**src/rtl/renode_pkg.sv**
```systemverilog
// rtl/renode_pkg.sv - shared types for the Renode co-simulation bus path
package renode_pkg;

    localparam int ADDRESS_WIDTH = 20;
    localparam int DATA_WIDTH    = 32;

    typedef logic [ADDRESS_WIDTH-1:0] address_t;
    typedef logic [DATA_WIDTH-1:0]    data_t;

    typedef enum logic [1:0] {
        OKAY   = 2'd0,
        EXOKAY = 2'd1,
        SLVERR = 2'd2,
        DECERR = 2'd3
    } axi_resp_e;

    typedef enum logic [2:0] {
        ST_IDLE,
        ST_WR_REQ,
        ST_WR_RESP,
        ST_RD_REQ,
        ST_RD_DATA,
        ST_RESPOND
    } manager_state_e;

    typedef struct packed {
        logic     write;
        address_t address;
        data_t    data;
    } bus_request_t;

    typedef struct packed {
        data_t data;
        logic  error;
        logic  timeout;
    } bus_response_t;

    function automatic logic resp_is_error(input logic [1:0] resp);
        return (resp == SLVERR) || (resp == DECERR);
    endfunction

endpackage

```
**src/rtl/renode_bus_timeout.sv**
```systemverilog
// rtl/renode_bus_timeout.sv - per-transaction cycle counter with expiry flag
module renode_bus_timeout #(
    parameter int Timeout = 100
) (
    input  logic clk,
    input  logic rst_n,
    input  logic i_clear,
    input  logic i_enable,
    output logic o_expired
);

    localparam logic [15:0] LAST_COUNT = 16'(Timeout - 1);

    logic [15:0] r_count;

    always_ff @(posedge clk) begin
        if (!rst_n) begin
            r_count <= '0;
        end else if (i_clear) begin
            r_count <= '0;
        end else if (i_enable) begin
            r_count <= r_count + 16'd1;
        end
    end

    assign o_expired = i_enable && (r_count == LAST_COUNT);

endmodule

```
**src/rtl/renode_axi_lite_manager.sv**
```systemverilog
// rtl/renode_axi_lite_manager.sv - single-outstanding AXI4-Lite manager with cycle-exact timeout
module renode_axi_lite_manager
    import renode_pkg::*;
#(
    parameter int AddressWidth = 20,
    parameter int DataWidth    = 32,
    parameter int Timeout      = 100
) (
    input  logic                      clk,
    input  logic                      rst_n,
    input  logic                      req_valid,
    output logic                      req_ready,
    input  logic                      req_write,
    input  logic [AddressWidth-1:0]   req_addr,
    input  logic [DataWidth-1:0]      req_wdata,
    output logic                      rsp_valid,
    input  logic                      rsp_ready,
    output logic [DataWidth-1:0]      rsp_rdata,
    output logic                      rsp_error,
    output logic                      rsp_timeout,
    output logic                      awvalid,
    input  logic                      awready,
    output logic [AddressWidth-1:0]   awaddr,
    output logic [2:0]                awprot,
    output logic                      wvalid,
    input  logic                      wready,
    output logic [DataWidth-1:0]      wdata,
    output logic [DataWidth/8-1:0]    wstrb,
    input  logic                      bvalid,
    output logic                      bready,
    input  logic [1:0]                bresp,
    output logic                      arvalid,
    input  logic                      arready,
    output logic [AddressWidth-1:0]   araddr,
    output logic [2:0]                arprot,
    input  logic                      rvalid,
    output logic                      rready,
    input  logic [DataWidth-1:0]      rdata,
    input  logic [1:0]                rresp
);

    manager_state_e            r_state;
    manager_state_e            w_next_state;
    logic [AddressWidth-1:0]   r_addr;
    logic [DataWidth-1:0]      r_wdata;
    logic [DataWidth-1:0]      r_rsp_rdata;
    logic                      r_awvalid;
    logic                      r_wvalid;
    logic                      r_arvalid;
    logic                      r_aw_done;
    logic                      r_w_done;
    logic                      r_rsp_error;
    logic                      r_rsp_timeout;

    logic w_accept;
    logic w_aw_hs;
    logic w_w_hs;
    logic w_ar_hs;
    logic w_b_hs;
    logic w_r_hs;
    logic w_busy;
    logic w_expired;
    logic w_timeout_fire;
    logic w_wr_req_done;
    logic w_r_err;

    assign w_accept      = req_valid && req_ready;
    assign w_aw_hs       = r_awvalid && awready;
    assign w_w_hs        = r_wvalid && wready;
    assign w_ar_hs       = r_arvalid && arready;
    assign w_b_hs        = bvalid && bready;
    assign w_r_hs        = rvalid && rready;
    assign w_wr_req_done = (r_aw_done || w_aw_hs) && (r_w_done || w_w_hs);
    assign w_r_err       = resp_is_error(rresp);
    assign w_busy        = (r_state == ST_WR_REQ) || (r_state == ST_WR_RESP) ||
                           (r_state == ST_RD_REQ) || (r_state == ST_RD_DATA);

    renode_bus_timeout #(
        .Timeout (Timeout)
    ) u_timeout (
        .clk       (clk),
        .rst_n     (rst_n),
        .i_clear   (w_accept),
        .i_enable  (w_busy),
        .o_expired (w_expired)
    );

    always_ff @(posedge clk) begin
        if (!rst_n) begin
            r_state <= ST_IDLE;
        end else begin
            r_state <= w_next_state;
        end
    end

    // A handshake completing in the expiry cycle takes priority over the timeout.
    always_comb begin
        w_next_state   = r_state;
        w_timeout_fire = 1'b0;
        case (r_state)
            ST_IDLE: begin
                if (w_accept) begin
                    w_next_state = req_write ? ST_WR_REQ : ST_RD_REQ;
                end
            end
            ST_WR_REQ: begin
                if (w_wr_req_done) begin
                    w_next_state = ST_WR_RESP;
                end else if (w_expired) begin
                    w_next_state   = ST_RESPOND;
                    w_timeout_fire = 1'b1;
                end
            end
            ST_WR_RESP: begin
                if (w_b_hs) begin
                    w_next_state = ST_RESPOND;
                end else if (w_expired) begin
                    w_next_state   = ST_RESPOND;
                    w_timeout_fire = 1'b1;
                end
            end
            ST_RD_REQ: begin
                if (w_ar_hs) begin
                    w_next_state = ST_RD_DATA;
                end else if (w_expired) begin
                    w_next_state   = ST_RESPOND;
                    w_timeout_fire = 1'b1;
                end
            end
            ST_RD_DATA: begin
                if (w_r_hs) begin
                    w_next_state = ST_RESPOND;
                end else if (w_expired) begin
                    w_next_state   = ST_RESPOND;
                    w_timeout_fire = 1'b1;
                end
            end
            ST_RESPOND: begin
                if (rsp_ready) begin
                    w_next_state = ST_IDLE;
                end
            end
            default: w_next_state = ST_IDLE;
        endcase
    end

    always_comb begin
        req_ready = rst_n && (r_state == ST_IDLE);
        bready    = (r_state == ST_WR_RESP);
        rready    = (r_state == ST_RD_DATA);
        rsp_valid = (r_state == ST_RESPOND);
    end

    always_ff @(posedge clk) begin
        if (!rst_n) begin
            r_addr        <= '0;
            r_wdata       <= '0;
            r_awvalid     <= 1'b0;
            r_wvalid      <= 1'b0;
            r_arvalid     <= 1'b0;
            r_aw_done     <= 1'b0;
            r_w_done      <= 1'b0;
            r_rsp_rdata   <= '0;
            r_rsp_error   <= 1'b0;
            r_rsp_timeout <= 1'b0;
        end else begin
            if (w_accept) begin
                r_addr    <= req_addr;
                r_wdata   <= req_wdata;
                r_awvalid <= req_write;
                r_wvalid  <= req_write;
                r_arvalid <= !req_write;
                r_aw_done <= 1'b0;
                r_w_done  <= 1'b0;
            end else if (w_timeout_fire) begin
                r_awvalid <= 1'b0;
                r_wvalid  <= 1'b0;
                r_arvalid <= 1'b0;
            end else begin
                if (w_aw_hs) begin
                    r_awvalid <= 1'b0;
                    r_aw_done <= 1'b1;
                end
                if (w_w_hs) begin
                    r_wvalid <= 1'b0;
                    r_w_done <= 1'b1;
                end
                if (w_ar_hs) begin
                    r_arvalid <= 1'b0;
                end
            end

            if (w_timeout_fire) begin
                r_rsp_rdata   <= '0;
                r_rsp_error   <= 1'b1;
                r_rsp_timeout <= 1'b1;
            end else if (w_b_hs) begin
                r_rsp_rdata   <= '0;
                r_rsp_error   <= resp_is_error(bresp);
                r_rsp_timeout <= 1'b0;
            end else if (w_r_hs) begin
                r_rsp_rdata   <= w_r_err ? '0 : rdata;
                r_rsp_error   <= w_r_err;
                r_rsp_timeout <= 1'b0;
            end
        end
    end

    assign awvalid     = r_awvalid;
    assign wvalid      = r_wvalid;
    assign arvalid     = r_arvalid;
    assign awaddr      = r_addr;
    assign araddr      = r_addr;
    assign wdata       = r_wdata;
    assign wstrb       = '1;
    assign awprot      = 3'b000;
    assign arprot      = 3'b000;
    assign rsp_rdata   = r_rsp_rdata;
    assign rsp_error   = r_rsp_error;
    assign rsp_timeout = r_rsp_timeout;

endmodule
```
**config.mk**
```make
export PLATFORM = sky130hd
export DESIGN_NAME = renode_axi_lite_manager
export DESIGN_NICKNAME = d
export VERILOG_FILES = /design/src/rtl/renode_pkg.sv /design/src/rtl/renode_bus_timeout.sv /design/src/rtl/renode_axi_lite_manager.sv
export SDC_FILE = /design/constraint.sdc
export NUM_CORES = 1
export LEC_CHECK = 0
export CORE_ASPECT_RATIO = 1.25
export CORE_UTILIZATION = 35
export DETAILED_ROUTE_END_ITERATION = 6
export GPL_ROUTABILITY_DRIVEN = 0
export GPL_TIMING_DRIVEN = 1
export PLACE_DENSITY = 0.77
export SYNTH_ARGS = -nofsm -noshare
export SYNTH_HDL_FRONTEND = slang
export SYNTH_SLANG_ARGS = --single-unit
```
**constraint.sdc**
```tcl
create_clock -name clk -period 4.4 [get_ports clk]
set_clock_uncertainty 0.05 [all_clocks]
set_input_delay 0.66 -clock clk [delete_from_list [all_inputs] [get_ports clk]]
set_output_delay 0.66 -clock clk [all_outputs]
set_load 0.1 [all_outputs]
```
; After elaboration in Yosys (flattened, before gate mapping)
; Cells that the tools add are included.
[op_classes]
n_addsub = 1
n_reduce_logical = 27
muxes = 31
eq_ne = 12
bitwise = 2
[op_table]
columns = cell, n
row1 = 2-to-1 mux 32 bit, 1
row2 = 2-to-1 mux 3 bit, 7
row3 = 2-to-1 mux 1 bit, 20
row4 = case mux 3 bit (6 select lines), 1
row5 = "adder 16 x 1 -> 16 bit, second input constant", 1
row6 = "== test 16 x 7 -> 1 bit, second input constant", 1
row7 = nonzero test 3 bit, 4
row8 = logical AND 1 bit, 9
row9 = "== test 2 bit, second input constant", 4
row10 = logical OR 1 bit, 7
row11 = "== test 3 x 2 -> 1 bit, second input constant", 2
row12 = "== test 3 bit, second input constant", 2
row13 = AND reduction 2 bit, 3
row14 = "!= test 2 x 1 -> 1 bit, second input constant", 2
row15 = case mux 1 bit (4 select lines), 1
row16 = "== test 3 x 1 -> 1 bit, second input constant", 1
row17 = logical NOT 3 bit, 1
row18 = OR reduction 3 bit, 1
row19 = 2-to-1 mux 2 bit, 1
row20 = NOT 1 bit, 2
row21 = OR reduction 2 bit, 1
row22 = logical NOT 1 bit, 1
[word_totals]
ff_bits = 110
word_cells = 85

; Logic depth before layout (Yosys ltp)
; Gate-level depths: netlist of run 1.
[depth]
ltp_word = 10
mapped_depth = 8
ltp_nobuf = 5

; Hierarchy
; A second synthesis of run 1 with hierarchy kept.
[unflattened]
cells_unflattened = 571
area_unflattened_um2 = 5068.6
[modules_own_cells]
columns = mod, n_inst, cells_per_inst, area_per_inst_um2
row1 = renode_axi_lite_manager, 1, 481, 4267.8
row2 = renode_bus_timeout, 1, 90, 800.8

; Least setup slack after synthesis of run 1
; No wires, ideal clock.
[synth_path]
path_type = register -> output
from = reg r_state[1]
to = out bready
path_stages_with_launch = 4
n_path_buf = 1
setup_slack_ns = 0.983
t_required_ns = 3.690
arrival_ns = 2.707
cell_sequence = dfxtp_1 buf_2 inv_1 nor3_1
[synth_between]
elab_chain_len = 1
[synth_rtl]
columns = element, line
row1 = "start, declared", renode_axi_lite_manager.sv:42  ; manager_state_e r_state;
row2 = "start signal, assigned", renode_axi_lite_manager.sv:92  ; r_state <= w_next_state;
row3 = == test 3 x 2 -> 1 bit, renode_axi_lite_manager.sv:149  ; bready = (r_state == ST_WR_RESP);
row4 = "end, declared", renode_axi_lite_manager.sv:30  ; output logic bready,
; Every way passes these cells.

; Final worst setup path of run 1
; Ends and elaborated chain as after synthesis.

==> metrics.txt, run 1 <==
internal power=1.71 mW; number of CTS-inserted buffers=9; Setup crit end kind=primary output; Leak=2.49 nW; status=finished, final reports clean; Avg Vias per Cell=4.90; chip height=132 um; Synth area leaders=dfxtp_1, nand2_1, o21ai_0; CTS Sinks=110; Syn Inst Count=580; Setup Viol. Count Final=0; drt initial violations=264; GR Util met3=3.76%; Critical Path Start=r_state[1]; area delta synth->final=47.3%; Hold Crit Class=flop to flop; final worst-path cycle share=73.7%; sequential share of the synthesized area=46.3%; layout net count=about 840; r2r startpoint=r_state[0]; busiest grt layer=met2; Comb pwr share=about 35%; count of flip-flops with a built-in enable after synthesis=0; # Post-CTS Setup Buffers=0; slowest CP cell=clkdlybuf4s50_1; YS warnings=0; critical path buffer and inverter count=2; DRT Wirelength=12.7 mm; diode count=0; 1st-pass router iterations=4; total global routing overflow=0; CP top delay family=buffers and inverters; Synth top area share=~46%; main flop type after synthesis=dfxtp_1; fmax=just over 0.3 GHz; Max FO, Critical Path=13; num ports=221; Crit path arrival time=2530 ps; met2 GRT Util=30.5%; die area=roughly 14000 sq um; Net Sw Frac=40.9%; max-cap viol count=0; Via Count=4482; first-pass GRT wire length=20.4 mm; width of the die=roughly 110 um; Starting Density=35.9%; Final Max Slew Viols=0; worst vdd ir=0.000289 V; GRT met1 Usage=a little over a fifth; GRT Util Overall=17.9%; Residual DRC=0; wire length per cell=around 14 um; area of the core=13200 sq um; Seq pwr share=38.2%; most frequent cells in the layout=clkdlybuf4s50_1, nand2_1, dfxtp_1, o21ai_0, nor3_1; RSZ-0062 raised after global routing=no; CTS clk-pin slew, worst paths=70 ps; leading area contributor after synthesis=dfxtp_1; initial antenna violation count=0; critical path type=flop to primary output; H-tree depth=3; fin crit period=3240 ps; slew margin rel.=between 30% and 40%; hold path start=wdata[12]; Synth cell types=50; vias in the first global route=4172; CTS Buffer Depth=2; antenna viol nets, final=0; Yosys reg bits=110; most common cell after layout, fill and taps aside=clkdlybuf4s50_1; share of cells above drive strength 1=under 10%; CTS tree=done; share of flip-flops with an asynchronous set or reset=0%; Mapped Area=4750 sq um; root buf cell=clkbuf_16; Largest stage delay, worst path=roughly 1200 ps; HPWL Detailed=around 9 mm; Final WS setup=~1200 ps; num rows=47; measured slew at the worst slew-check pin=1020 ps; CP startpoint kind=flop; Req. time, crit path=roughly 3700 ps; P_sw=1.18 mW; PortBufs=between 200 and 250; final total power=2.89 mW; CTS Hold Bufs=0; clock network power share=27.3%; fill count=1226; setup tns final=0 ps; Clock Latency Late Sink=340 ps; post_cts resized=0; PwrDens=413 nW/um^2; Place WS=1420 ps; crit-path cells=inv_1 -> nor3_1 -> clkdlybuf4s50_1; Mapped Avg Cell Area=between 8 and 9 sq um; Hold Vio Cnt, Final=0; largest net degree at the start of global routing=57
==> layer usage <==
metal | part of all wire (%) | vias to the layer above
met1 | 44 | 2046
met3 | 5.4 | 20
met2 | 49 | 132
met5 | 0 | -
li1 | - | 2284
met4 | 2.3 | 0
==> worst paths after layout <==
check / to / slack [ps] / cells past startpoint
setup / recovery: bready / 1160 / 3
hold / removal: wdata[12] / 400 / 2
setup reg to reg: rsp_rdata[16] / 1720 / 5
hold reg to reg: wdata[12] / 400 / 2
==> area by class of cell <==
class / count / area [sq um] / area share [%]
Timing Repair Buffer: 213 / 2120 / 30.3
Clock inverter: 6 / 51.3 / 0.733
Tap cell: 171 / 214 / 3.06
Multi-Input combinational cell: 396 / 2140 / 30.5
Clock buffer: 10 / 239 / 3.41
Inverter: 9 / 33.8 / 0.482
Sequential cell: 110 / 2200 / 31.4
==> registers in the layout, indices dropped and copies added, names as in the netlist <==
signal	cells
rsp_rdata	32
wvalid	1
awvalid	1
r_w_done	1
rsp_error	1
wdata	32
u_timeout.r_count	16
r_aw_done	1
rsp_timeout	1
arvalid	1
r_state	3
araddr	20
==> metrics by stage <==
step | instance area [sq um] | util [%] | hold slack (ps) | cells
finish | 7000 | 52.9 | 403 | 915
global route | 7000 | 52.9 | 427 | 915
CTS | 7000 | 52.9 | 404 | 915
detailed placement | 6710 | 50.7 | 395 | 899
global placement | 6710 | 50.7 | 385 | 899
floorplan | 4780 | - | 415 | 588
==> power by group through the flow <==
stage | sequential (mW) | clock, mW | combinational (mW)
floorplan | 1.51 | 0 | 0.383
global placement | 1.13 | 0 | 0.994
detailed placement | 1.13 | 0 | 0.997
CTS | 1.11 | 0.815 | 1.00
global route | 1.11 | 0.859 | 1.03
finish | 1.10 | 0.790 | 0.997
==> logic make-up (layout without fill, tap and decap cells) <==
group / after synthesis / count (layout) / synth area share (%)
compound gates: 132 / 132 / 16.7
buf+inv: 82 / 238 / 9.50
flops: 110 / 110 / 46.3
other cells: 2 / 10 / 0.158
fa+ha+maj: 1 / 1 / 0.263
mux: 2 / 2 / 0.447
simple gates: 247 / 247 / 25.8
xor+xnor: 4 / 4 / 0.737
==> cell usage after synthesis (9+ instances only) <==
cell type  count
nor3_1        36
buf_2         16
inv_1          9
dfxtp_1      110
nand2_1      111
clkbuf_1      24
buf_4         33
a31oi_1       35
nor2b_1       28
or3_1         10
o21ai_0       61
nor2_1        13
a21oi_1       16
==> worst min-delay path: stages (launching register included) <==
cell and delay, ps:
dfxtp_1 310, nand2_1 50, o21ai_1 50
No activity file was read; power rests on OpenSTA's default activity.
==> run 2: changes to the inputs <==
--- a/config.mk
+++ b/config.mk
@@ -10,7 +10,7 @@
 export DETAILED_ROUTE_END_ITERATION = 6
 export GPL_ROUTABILITY_DRIVEN = 0
 export GPL_TIMING_DRIVEN = 1
-export PLACE_DENSITY = 0.77
+export PLACE_DENSITY = 0.8
 export SYNTH_ARGS = -nofsm -noshare
 export SYNTH_HDL_FRONTEND = slang
 export SYNTH_SLANG_ARGS = --single-unit
==> constraint.sdc (replaced) <==
create_clock -name clk -period 2.85 [get_ports clk]
set_clock_uncertainty 0.05 [all_clocks]
set_input_delay 0.4275 -clock clk [delete_from_list [all_inputs] [get_ports clk]]
set_output_delay 0.4275 -clock clk [all_outputs]
set_load 0.1 [all_outputs]
==> run 2 against run 1 <==
  * Final cell count is 0.66% higher
  * Sequential share of layout area is 0.88 points higher
  * Sequential power is 55% higher
  * Final area is 2.7% lower
  * Critical path depth stayed put
  * Non-clock buffer count is 6 higher
  * Clock power is 56% higher
  * Sequential cell count stayed put
  * Critical endpoint is now req_ready
  * Total power is 54% higher
  * Via count is 0.22% lower
==> metrics.txt, run 2 (synthesis gave the netlist of run 1 again) <==
status=finished, final reports clean; most common cell after layout, fill and taps aside=buf_4; Starting Density=35.9%; hold path start=wdata[0]; Min-Delay Endpoint=wdata[0]; fmax=0.414 GHz; num ports=roughly 220; final worst-path cycle share=84.7%; Via Count=4472; fill count=1249; total global routing overflow=0; Req. time, crit path=about 2400 ps; num rows=47; diode count=0; most frequent cells in the layout=buf_4, nand2_1, dfxtp_1, clkdlybuf4s50_1, o21ai_0; initial antenna violation count=1; measured slew at the worst slew-check pin=665 ps; antenna viol nets, final=0; CTS clk-pin slew, worst paths=~70 ps; Hold Vio Cnt, Final=0; r2r startpoint=r_state[0]; slowest CP cell=or3_1; Largest stage delay, worst path=570 ps; wire length per cell=14.0 um; area of the core=between 10000 and 15000 sq um; CP top delay family=simple AND/OR/NAND/NOR gates; crit-path cells=or3_1 -> nor2_1 -> buf_12; RSZ-0062 raised after global routing=no; Setup Viol. Count Final=0; die area=14100 sq um; GRT Util Overall=17.7%; cells on worst reg2reg path=4; Hold Crit Class=flop to flop; Setup crit end kind=primary output; filler-free cell count of the finished design=about 900; setup tns final=0 ps; root buf cell=clkbuf_16; largest net degree at the start of global routing=106; max-cap viol count=0; vias in the first global route=4013; r2r setup slk=660 ps; area delta synth->final=43.3%; PwrDens=between 600 and 700 nW/um^2; FF-to-FF End=rsp_timeout; Crit path arrival time=1940 ps; CTS Buffer Depth=2; Avg Vias per Cell=4.86; share of cells above drive strength 1=20.1%; fin crit period=2410 ps; critical path buffer and inverter count=1; DP Cell Count=905; layout net count=844; # Post-CTS Setup Buffers=0; Max FO, Critical Path=19; CP startpoint kind=flop; Clock Latency Late Sink=about 340 ps; worst vdd ir=approximately 0.00033 V; Hold Path Stages=2; DRT Wirelength=12.9 mm; chip height=132 um; 1st-pass router iterations=4; H-tree depth=3; Final Max Slew Viols=0; HPWL Detailed=between 9 and 10 mm; first-pass GRT wire length=20.1 mm; CTS Hold Bufs=0; post_cts resized=0; drt initial violations=292; Leak=2.74 nW; width of the die=106 um; Residual DRC=0; PortBufs=about 210; slew margin rel.=55.6%; critical path type=flop to primary output; number of CTS-inserted buffers=9; CTS tree=done; CTS Sinks=110
## run 2: cell count changes in the layout (fill, tap and decap cells not counted), sizes merged
cell and change:
buf +118, inv +1, clkinv -2, clkdlybuf4s50 -112, clkbuf +1
## run 2: worst max-delay path by stage
stage | from | cells past startpoint | endpoint | slack, ps
after floorplan | r_state[0] | 4 | req_ready | 210
after global placement | bvalid | 5 | rsp_rdata[10] | 580
after detailed placement | bvalid | 5 | rsp_rdata[12] | 530
after CTS | r_state[2] | 3 | req_ready | 430
after global routing | r_state[0] | 3 | req_ready | 320
final | r_state[0] | 3 | req_ready | 440
## run 2: worst register-to-register path: stages (launching register included)
cell,delay [ps]
dfxtp_1,750
or3_1,410
nand2_2,220
a2111oi_4,500
a22o_1,200
## run 2: report_power, final
group          total [mW]  leakage (nW)  internal, mW  switching (mW)
logic                1.51          1.70         0.350            1.16
clock network        1.23         0.145         0.639           0.596
registers            1.71         0.896          1.63          0.0819
total                4.46          2.74          2.62            1.84
## run 2: final cells by class
class	count	area, sq um	area share (%)
Clock buffer	11	243	3.56
Clock inverter	5	48.8	0.716
Inverter	9	33.8	0.496
Multi-Input combinational cell	396	2140	31.5
Sequential cell	110	2200	32.3
Tap cell	171	214	3.14
Timing Repair Buffer	219	1930	28.3
## run 2: routing by layer
| layer | vias to the layer above | part of all wire (%) | GRT usage, % |
|---|---|---|---|
| li1 | 2295 | - | - |
| met5 | - | 0 | 0 |
| met1 | 2042 | 44 | 22.4 |
| met4 | 0 | 1.8 | 6.02 |
| met2 | 118 | 50 | 29.5 |
| met3 | 17 | 4.9 | 3.71 |
## run 2: stage by stage
stage	area, sq um	utilization (%)	worst slack (ps)	power (mW)	hold slack [ps]
floorplan	4790	-	210	2.92	415
global placement	6520	49.3	583	3.25	386
detailed placement	6520	49.3	535	3.26	400
CTS	6810	51.5	427	4.50	412
global route	6810	51.5	320	4.63	434
finish	6810	51.5	436	4.46	408
==> run 3: changes to the inputs <==
==> constraint.sdc (replaced) <==
create_clock -name clk -period 2.2 [get_ports clk]
set_clock_uncertainty 0.05 [all_clocks]
set_input_delay 0.33 -clock clk [delete_from_list [all_inputs] [get_ports clk]]
set_output_delay 0.33 -clock clk [all_outputs]
set_load 0.1 [all_outputs]
==> run 3 against run 2 <==
  * Hold slack got worse by 72 ps
  * Worst setup slack got worse by 370 ps
  * Core utilization increased by 1.9 points
  * Critical path depth increased by 1
  * Global-route usage up 0.58 points
  * Critical path type unchanged
  * Largest power group unchanged
==> metrics.txt, run 3 (synthesis gave the netlist of run 1 again) <==
vias in the first global route=4218; antenna viol nets, final=0; CTS clk-pin slew, worst paths=about 70 ps; most common cell after layout, fill and taps aside=buf_4; Setup Viol. Count Final=0; diode count=0; first-pass GRT wire length=20.7 mm; Hold Slack=336 ps; Residual DRC=0; Area after DPL=6750 sq um; r2r startpoint=r_state[0]; root buf cell=clkbuf_16; HPWL Detailed=9.41 mm; RSZ-0062 raised after global routing=no; Via Count=4608; layout net count=860; critical path type=flop to primary output; Hold Vio Cnt, Final=0; wire length per cell=13.9 um; area of the core=13200 sq um; drt initial violations=313; Place WS=between 100 and 150 ps; fmax=around 0.47 GHz; CP top delay family=simple AND/OR/NAND/NOR gates; H-tree depth=3; Final Max Slew Viols=0; largest net degree at the start of global routing=between 50 and 60; Crit path arrival time=1750 ps; final total power=5.95 mW; fin util=around 53%; CTS Buffer Depth=2; chip height=132 um; die area=14100 sq um; crit-path cells=or3_4 -> buf_4 -> nor2_2 -> buf_12; PortBufs=208; number of CTS-inserted buffers=9; Leak=2.85 nW; fill count=1232; final worst-path cycle share=96.9%; CP startpoint kind=flop; Largest stage delay, worst path=around 460 ps; share of cells above drive strength 1=22.3%; Final Instance Area=7060 sq um; most frequent cells in the layout=buf_4, nand2_1, dfxtp_1, clkdlybuf4s50_1, o21ai_0; 1st-pass router iterations=4; Req. time, crit path=1820 ps; r2r setup slk=340 ps; worst vdd ir=0.000519 V; Avg Vias per Cell=4.92; DP Cell Count=921; slowest CP cell=or3_4; PwrDens=843 nW/um^2; initial antenna violation count=1; Max FO, Critical Path=10; width of the die=106 um; Starting Density=35.9%; fin crit period=around 2100 ps; Clock Latency Late Sink=350 ps; hold path start=rst_n; Final WS setup=68.5 ps; Critical Path Start=r_state[2]; Setup crit end kind=primary output; CTS tree=done; total global routing overflow=0; CTS Sinks=110; Hold Crit Class=input port to flop; setup tns final=0 ps; area delta synth->final=48.5%; critical path buffer and inverter count=2; num rows=47; status=finished, final reports clean; filler-free cell count of the finished design=937; max-cap viol count=0; DRT Wirelength=13.0 mm; num ports=221; GRT Util Overall=between 10% and 20%
[run 3: changes by cell type in the layout (fill, tap and decap cells not counted), moves of 2 or more]
cell	before	now
buf_12	4	12
buf_4	120	128
nor2_1	13	11
nor2_2	0	2
[run 3: area by class of cell]
type / instances / area, sq um / share of cell area, %
clock buffers: 10 / 229 / 3.24
clock inverters: 6 / 78.8 / 1.12
inverters: 9 / 33.8 / 0.479
multi-input cells: 396 / 2150 / 30.5
flip-flops and latches: 110 / 2200 / 31.2
well taps: 171 / 214 / 3.03
repair buffers: 235 / 2150 / 30.4
[run 3: timing repair]
item,4_1_cts,5_1_grt
gates resized for setup,1,1
cloned,0,0
setup endpoints to repair,1,1
pin swaps,0,0
buffers inserted,0,0
hold buffers,0,0
hold endpoints to repair,0,0
[run 3: worst paths after layout]
check                           cells after the start            end
worst min-delay path                                2      rsp_error
worst max-delay path                                4      req_ready
worst max register to register                      6  rsp_rdata[25]
worst min register to register                      2      wdata[12]
[run 3: report_power, final]
| group | total, mW | switching, mW | internal, mW |
|---|---|---|---|
| clock | 1.69 | 0.786 | 0.909 |
| combinational | 2.05 | 1.53 | 0.517 |
| sequential | 2.20 | 0.0919 | 2.11 |
| total | 5.95 | 2.41 | 3.54 |
[run 3: layer usage]
layer | global-route usage [%] | up-vias | part of all wire [%]
met5 | 0 | - | 0.085
li1 | - | 2326 | -
met1 | 22.7 | 2133 | 44
met2 | 31.2 | 129 | 50
met4 | 5.17 | 2 | 1.3
met3 | 4.15 | 18 | 5.3
